File: config.mk
export PLATFORM = sky130hd
export DESIGN_NAME = sim_status_arb
export DESIGN_NICKNAME = d
export VERILOG_FILES = /design/src/rtl/sim_status_arb.sv
export SDC_FILE = /design/constraint.sdc
export NUM_CORES = 1
export LEC_CHECK = 0
export BUFFER_PORTS_ARGS = -buffer_cell sky130_fd_sc_hd__clkbuf_2
export CORE_MARGIN = 3
export CORE_UTILIZATION = 35
export DETAILED_ROUTE_END_ITERATION = 6
export GPL_ROUTABILITY_DRIVEN = 0
export HOLD_SLACK_MARGIN = 0.05
export PLACE_DENSITY = 0.63
export SLEW_MARGIN = 20
export SYNTH_ARGS = -nofsm -noshare
export SYNTH_HDL_FRONTEND = slang
export SYNTH_SLANG_ARGS = --single-unit
File: constraint.sdc
create_clock -name clk_i -period 3.8 [get_ports clk_i]
set_clock_uncertainty 0.15 [all_clocks]
set_input_delay 0.38 -clock clk_i [delete_from_list [all_inputs] [get_ports clk_i]]
set_output_delay 0.38 -clock clk_i [all_outputs]
set_load 0.05 [all_outputs]
File: src/rtl/sim_status_arb.sv
// Simulation status arbiter: round-robin status-write mux feeding an
// end-of-test FSM (IDLE/RUN/DRAIN/DONE) with a cycle watchdog.
module sim_status_arb #(
  parameter int          N_REQ        = 2,
  parameter int          DRAIN_CYCLES = 16,
  parameter logic [15:0] PASS_CODE    = 16'h900D,
  parameter logic [15:0] FAIL_CODE    = 16'hBAAD
) (
  input  logic                     clk_i,
  input  logic                     rst_i,
  input  logic [N_REQ-1:0]         req_valid_i,
  output logic [N_REQ-1:0]         req_ready_o,
  input  logic [N_REQ*32-1:0]      req_addr_i,
  input  logic [N_REQ*16-1:0]      req_data_i,
  input  logic [31:0]              status_addr_i,
  input  logic [31:0]              timeout_cycles_i,
  output logic [15:0]              status_o,
  output logic [$clog2(N_REQ)-1:0] grant_idx_o,
  output logic                     done_o,
  output logic                     passed_o,
  output logic                     timeout_o,
  output logic [1:0]               state_o
);

  // Handshake: a write transfers on a cycle where req_valid_i[k] and
  // req_ready_o[k] are both 1; ready never depends on the write's own data.

  localparam int              IW         = $clog2(N_REQ);
  localparam logic [IW-1:0]   LAST_IDX   = IW'(N_REQ - 1);
  localparam logic [7:0]      DRAIN_LOAD = 8'(DRAIN_CYCLES - 1);

  typedef enum logic [1:0] {
    S_IDLE  = 2'd0,
    S_RUN   = 2'd1,
    S_DRAIN = 2'd2,
    S_DONE  = 2'd3
  } state_t;

  state_t        r_state;
  state_t        w_state_next;
  logic [IW-1:0] r_ptr;
  logic [15:0]   r_status;
  logic          r_pass;
  logic          r_timeout;
  logic [7:0]    r_drain;
  logic [31:0]   r_wdog;

  logic [IW-1:0] w_cand;
  logic [IW-1:0] w_grant;
  logic          w_found;
  logic [N_REQ-1:0] w_ready;
  logic [31:0]   w_addr [N_REQ];
  logic [15:0]   w_data [N_REQ];
  logic [31:0]   w_sel_addr;
  logic [15:0]   w_sel_data;
  logic          w_live;
  logic          w_status_wr;
  logic          w_term;
  logic          w_wdog_exp;

  // Search upward from the slot after the last accepted requester.
  always_comb begin
    w_found = 1'b0;
    w_grant = '0;
    w_ready = '0;
    w_cand  = (r_ptr == LAST_IDX) ? '0 : r_ptr + IW'(1);
    for (int i = 0; i < N_REQ; i++) begin
      if (!w_found && req_valid_i[w_cand]) begin
        w_found = 1'b1;
        w_grant = w_cand;
      end
      w_cand = (w_cand == LAST_IDX) ? '0 : w_cand + IW'(1);
    end
    if (rst_i) begin
      w_found = 1'b0;
      w_grant = '0;
    end
    if (w_found) w_ready[w_grant] = 1'b1;
  end

  always_comb begin
    for (int k = 0; k < N_REQ; k++) begin
      w_addr[k] = req_addr_i[32*k +: 32];
      w_data[k] = req_data_i[16*k +: 16];
    end
  end

  assign w_sel_addr  = w_addr[w_grant];
  assign w_sel_data  = w_data[w_grant];
  assign w_live      = (r_state == S_IDLE) || (r_state == S_RUN);
  assign w_status_wr = w_found && (w_sel_addr == status_addr_i);
  assign w_term      = w_status_wr && ((w_sel_data == PASS_CODE) || (w_sel_data == FAIL_CODE));
  assign w_wdog_exp  = w_live && (timeout_cycles_i != 32'd0) &&
                       (r_wdog == timeout_cycles_i - 32'd1);

  // A terminal write outranks a same-cycle watchdog expiry.
  always_comb begin
    w_state_next = r_state;
    case (r_state)
      S_IDLE, S_RUN: begin
        if (w_term)
          w_state_next = (DRAIN_CYCLES == 1) ? S_DONE : S_DRAIN;
        else if (w_wdog_exp)
          w_state_next = S_DONE;
        else if (w_status_wr)
          w_state_next = S_RUN;
      end
      // Leaving on count 1 makes the counter hit 0 as DONE is entered.
      S_DRAIN: if (r_drain <= 8'd1) w_state_next = S_DONE;
      S_DONE:  w_state_next = S_DONE;
      default: w_state_next = S_IDLE;
    endcase
  end

  always_ff @(posedge clk_i) begin
    if (rst_i) begin
      r_state   <= S_IDLE;
      r_ptr     <= LAST_IDX;
      r_status  <= 16'd0;
      r_pass    <= 1'b0;
      r_timeout <= 1'b0;
      r_drain   <= 8'd0;
      r_wdog    <= 32'd0;
    end else begin
      r_state <= w_state_next;
      if (w_found) r_ptr <= w_grant;
      if (w_live && w_status_wr) r_status <= w_sel_data;
      if (w_live && w_term) begin
        r_pass  <= (w_sel_data == PASS_CODE);
        r_drain <= DRAIN_LOAD;
      end else if (r_state == S_DRAIN && r_drain != 8'd0) begin
        r_drain <= r_drain - 8'd1;
      end
      if (w_live && !w_term && w_wdog_exp) r_timeout <= 1'b1;
      if (w_live && r_wdog != 32'hFFFF_FFFF) r_wdog <= r_wdog + 32'd1;
    end
  end

  assign req_ready_o = w_ready;
  assign grant_idx_o = w_grant;
  assign status_o    = r_status;
  assign done_o      = (r_state == S_DONE);
  assign passed_o    = (r_state == S_DONE) && r_pass;
  assign timeout_o   = r_timeout;
  assign state_o     = r_state;

endmodule

; ---- Yosys cells after proc, flatten, opt, wreduce, memory -nomap -nowiden
; Cells that the tools add are included.
[word_totals]
regBits = 61
in_bits = 164
[op_classes]
n_reduce_logical = 24
bitwise = 1
n_eq_ne = 10
order_cmp = 6
n_mux = 28
addsub = 5
[op_table]
columns = op, count
row1 = $mux W32, 3
row2 = $eq A32 B32 Y1, 2
row3 = $mux W16, 3
row4 = $add A32 B1 Y32 const B, 1
row5 = $eq A16 B16 Y1 const B, 2
row6 = $ne A32 B32 Y1 const B, 1
row7 = $reduce_bool A32 Y1, 1
row8 = $sub A32 B1 Y32 const B, 1
row9 = $logic_and A1 B1 Y1, 13
row10 = $mux W1, 13
row11 = $mux W2, 5
row12 = $le A8 B1 Y1 const B, 1
row13 = $mux W4, 2
row14 = $reduce_bool A8 Y1, 1
row15 = $sub A8 B1 Y8 const B, 1
row16 = $lt A1 B2 Y1 const B, 3
row17 = $pmux W2 S3, 1
row18 = $eq A2 B2 Y1 const B, 2
row19 = $ne A4 B4 Y1 const B, 1
row20 = $reduce_or A2 Y1, 2
row21 = $add A1 B1 Y1 const B, 2
row22 = $eq A2 B1 Y1 const B, 1
row23 = $ge A2 B2 Y1 const B, 1
row24 = $logic_not A1 Y1, 2
row25 = other kinds (8), 9

; ---- Logic depth before layout (Yosys ltp)
[depth]
word_depth = 19
mapped_depth = 11
depth_no_buf = 10

; ---- Least setup slack after synthesis
; OpenSTA, ideal clock, no wires.
[synth_timing]
path_type = input to register
from = input timeout_cycles_i[7]
to = register r_state[0], in the netlist state_o[0]
stages = 9
setup_ns = 0.126
arrival_ns = 2.677
path_buffers = 1
path_slack_ns = 0.847
required_ns = 3.524
cell_sequence = or4_4 or4_4 buf_6 or4_1 o21bai_1 o21ai_1 nor4_4 a211oi_2 mux2i_1
[synth_via]
elab_chain_len = 6
elab_cells_between_ends = 10
[synth_lines]
columns = element, line
row1 = start: declaration, 16  ; input logic [31:0] timeout_cycles_i,
row2 = $sub A32 B1 Y32 or $reduce_bool A32 Y1 (tied branches), "94, 93"
row3 = $eq A32 B32 Y1 or $logic_and A1 B1 Y1 (tied branches), "94, 93"
row4 = $logic_and A1 B1 Y1 *, 93  ; assign w_wdog_exp = w_live && (timeout_cycles_i != 32'd0) &&
row5 = $mux W2, 103  ; else if (w_wdog_exp)
row6 = $mux W2, 101  ; if (w_term)
row7 = $pmux W2 S3, 99  ; case (r_state)
row8 = end signal: assignment, 125  ; r_state <= w_state_next;
row9 = end: declaration, 39  ; state_t r_state;
; Mark *: on every way between the ends. The rest lies on a longest branch, timed or not.
; A chain may end at the register's enable or synchronous reset.

; ---- Worst setup path in the final report
[layout_timing]
from = register r_ptr
to = register r_status[8], in the netlist status_o[8]
[layout_via]
elab_chain_len = 16
elab_cells_between_ends = 26
[layout_lines]
columns = element, line
row1 = start: declaration, 41  ; logic [IW-1:0] r_ptr;
row2 = start signal: assignment, 126  ; if (w_found) r_ptr <= w_grant;
row3 = $add A1 B1 Y1, 66  ; w_cand = (r_ptr == LAST_IDX) ? '0 : r_ptr + IW'(1);
row4 = $mux W1 *, 66
row5 = $add A1 B1 Y1 or $mux W1 (tied branches), "72, 68"
row6 = $mux W1 (on tied branches), "72, 68"
row7 = $mux W1 (not written as such), 68  ; if (!w_found && req_valid_i[w_cand]) begin
row8 = $mux W1 (not written as such) or $logic_not A1 Y1 (tied branches), 68
row9 = $logic_and A1 B1 Y1, 68
row10 = $mux W1, 68
row11 = $mux W1, 74  ; if (rst_i) begin
row12 = $not A1 Y2 (not written as such), "88, 89"
row13 = $mux W32 (not written as such) (3 in series), 88  ; assign w_sel_addr = w_addr[w_grant];
row14 = $eq A32 B32 Y1, 91  ; assign w_status_wr = w_found && (w_sel_addr == status_addr_i);
row15 = $logic_and A1 B1 Y1, 91
row16 = $logic_and A1 B1 Y1, 127  ; if (w_live && w_status_wr) r_status <= w_sel_data;
row17 = end signal: assignment, 127
row18 = end: declaration, 42  ; logic [15:0] r_status;
; Mark *: on every way between the ends. The rest lies on a longest branch, timed or not. The select of a mux whose other input is x is not followed.

==> results.json <==
{
  "cts_sinks": 61,
  "fmax_mhz": 332,
  "area_delta_synth_final_pct": 28.0,
  "ys_seq_area_share_pct": 23.4,
  "port_buffers": 187,
  "power_leakage_nw": 2.80,
  "switching_share_pct": 24.3,
  "crit_chain": "nand2_1, buf_12, and3_1, or3_1, a211oi_1, and4_1, and4_1, buf_4, a21oi_1, a311oi_1",
  "ys_async_sr_fraction_pct": 0,
  "holdCritPathClass": "input port to register",
  "grt_pass1_vias": 5511,
  "combPwrFrac_pct": 17.5,
  "grt.total_usage_pct": 19.0,
  "grt_max_degree": 63,
  "fin_nets": 1032,
  "yosys_warnings": 0,
  "cp.required_ps": 3870,
  "synth_enable_flop_cells": 0,
  "drv_slew": 0,
  "vias": 5772,
  "slew_headroom_pct": 56.7,
  "cts_setup_buffers": 0,
  "crit_type": "register to register",
  "drcViolationCount": 0,
  "clock_latency_ps": 320,
  "cts_tree": "built",
  "worstSetupEndpointType": "register",
  "path_clk_slew_ps": 60,
  "ys_ff_latch": 61,
  "drtAntennaViolNets": 0,
  "antenna_found_initial": 0,
  "pin_count": 188,
  "antenna_cells": 0,
  "synth_cell_types": 66,
  "core-area_sq_mm": 0.0142,
  "cp_num_buf_inv": 2,
  "synth_top_area_share_pct": 23.4,
  "row_count": 43,
  "syn_area_per_cell_sq_um": 7.56,
  "rsz0062_at_grt": "no",
  "initial_core_util_pct": 36.7,
  "switchingPower_mw": 0.462,
  "synth_top_area_cell": "dfxtp_1",
  "worst_pin_slew_ps": 650,
  "grt_pass1_wl_microns": 26200,
  "cpPeakStageDelay_ps": 350,
  "path_max_fanout": 39,
  "drt-wirelength-per-cell_microns": 15.0,
  "die_x_microns": 128,
  "p_seq_share_pct": 34.1,
  "drtPass1Iterations": 5,
  "cp.arrival_ps": 3090,
  "hold_viol": 0,
  "grt_overflow": 0,
  "clock_power_share_pct": 48.4,
  "fin_crit_sh_pct": 79.4,
  "power_density_mw_per_mm2": 285,
  "hold_buffers": 0,
  "ctsLongestPathBuffers": 2,
  "synthTopCellsByCount": "61 x dfxtp_1, 49 x nor2_1, 46 x xor2_1",
  "placed_cells": 1032,
  "stdcell_count": 1048,
  "wl_microns": 15700,
  "syn_inst": 690,
  "worst_hold_slack_ps": 171,
  "status": "complete, no violations",
  "root_buffer": "clkbuf_16",
  "setup_viol": 0,
  "post-route-min-period_ps": 3020,
  "die_height_microns": 128,
  "cts_buffers": 9,
  "synth_area_leaders": "dfxtp_1 23%, xor2_1 7.7%, xnor2_1 6.4%",
  "synth_most_common_cell": "dfxtp_1",
  "drv_cap": 0,
  "h-tree-depth": 3,
  "syn_area_sq_mm": 0.00522,
  "crit_slowest_cell": "dfxtp_1",
  "peakVddDrop_uv": 154,
  "critical_path.top_delay_family": "simple AND/OR/NAND/NOR gates",
  "p_int_mw": 1.44,
  "start_kind": "register",
  "die-area_sq_mm": 0.0164,
  "tns_ps": 0,
  "crit_top_cell": "and4_1",
  "drive_above_1_share_pct": 27.2,
  "synth_flop_cell": "dfxtp_1",
  "viasPerCell": 5.51,
  "cts_resized": 0,
  "place.detailed.hpwl_microns": 12600,
  "synth_nets": 859,
  "drt_iter0_markers": 263
}
[area by class of cell]
cell class | instances | area (sq um)
repair buffers | 201 | 1050
clock buffers | 13 | 280
well taps | 180 | 225
inverters | 18 | 67.6
flip-flops and latches | 61 | 1220
multi-input cells | 572 | 3760
clock inverters | 3 | 65.1
fillers | 1528 | 7530
[cell families (layout without fill, tap and decap cells)]
family                   after synthesis  after routing  share of synthesized area [%]
AO/OA/AOI/OAI                        152            152                           19.0
XOR/XNOR                              84             84                           14.1
adder cells (fa/ha/maj)                5              5                           1.20
buffers and inverters                 57            235                           4.53
flip-flops                            61             61                           23.4
multiplexers                          18             18                           3.53
AND/OR/NAND/NOR                      313            313                           34.2
[power by group through the flow]
stage	logic (mW)	clock network, mW	registers (mW)
floorplan	0.183	0	0.660
CTS	0.333	0.940	0.649
global placement	0.330	0	0.663
global route	0.374	0.970	0.649
detailed placement	0.331	0	0.663
finish	0.332	0.922	0.649
[registers in the layout, indices dropped and copies added (netlist names)]
signal,count
r_drain,8
r_pass,1
r_ptr,1
r_wdog,32
state_o,2
status_o,16
timeout_o,1
[worst paths after layout]
path / slack, ps / cells past startpoint / from / to
setup / recovery: 780 / 10 / r_ptr$_SDFFE_PP1P_ / status_o[8]$_SDFFE_PP0P_
hold / removal: 170 / 2 / rst_i / r_ptr$_SDFFE_PP1P_
setup reg to reg: 780 / 10 / r_ptr$_SDFFE_PP1P_ / status_o[8]$_SDFFE_PP0P_
hold reg to reg: 300 / 2 / timeout_o$_SDFFE_PP0P_ / timeout_o$_SDFFE_PP0P_
[worst register-to-register path, cell delays in order (launching register included)]
cell,delay [ps]
dfxtp_1,350
nand2_1,180
buf_12,220
and3_1,200
or3_1,340
a211oi_1,270
and4_1,290
and4_1,210
buf_4,310
a21oi_1,130
a311oi_1,260
[per-stage QoR]
stage	power, mW	cell area [sq um]	utilization (%)	setup WS (ps)
6_report	1.90	6670	47.0	783
5_1_grt	1.99	6670	47.0	506
4_1_cts	1.92	6670	47.0	747
3_5_place_dp	0.994	6330	44.5	558
3_3_place_gp	0.993	6330	44.5	559
2_1_floorplan	0.843	5220	-	847
[placed cells by master (no fill, tap or decap), drive strengths merged, types with 15 or more instances in the layout]
cell	netlist	layout
dfxtp	61	61
or3	17	17
xor2	46	46
nand4	26	26
clkbuf	30	200
o21ai	35	35
nand3	43	43
nor4	21	21
nor3	41	41
a21oi	42	42
mux2i	15	15
nor2	49	49
inv	18	18
nand2	30	30
xnor2	38	38
and3	29	29
[per-layer routing]
metal / share of wire, % / track usage [%] / vias to the layer above
met5: 0 / 0 / -
met4: 2.4 / 5.74 / 0
met3: 5.1 / 2.17 / 31
met2: 46 / 31.5 / 188
met1: 47 / 25.8 / 2619
li1: - / - / 2934
No activity file was read; power rests on OpenSTA's default activity.
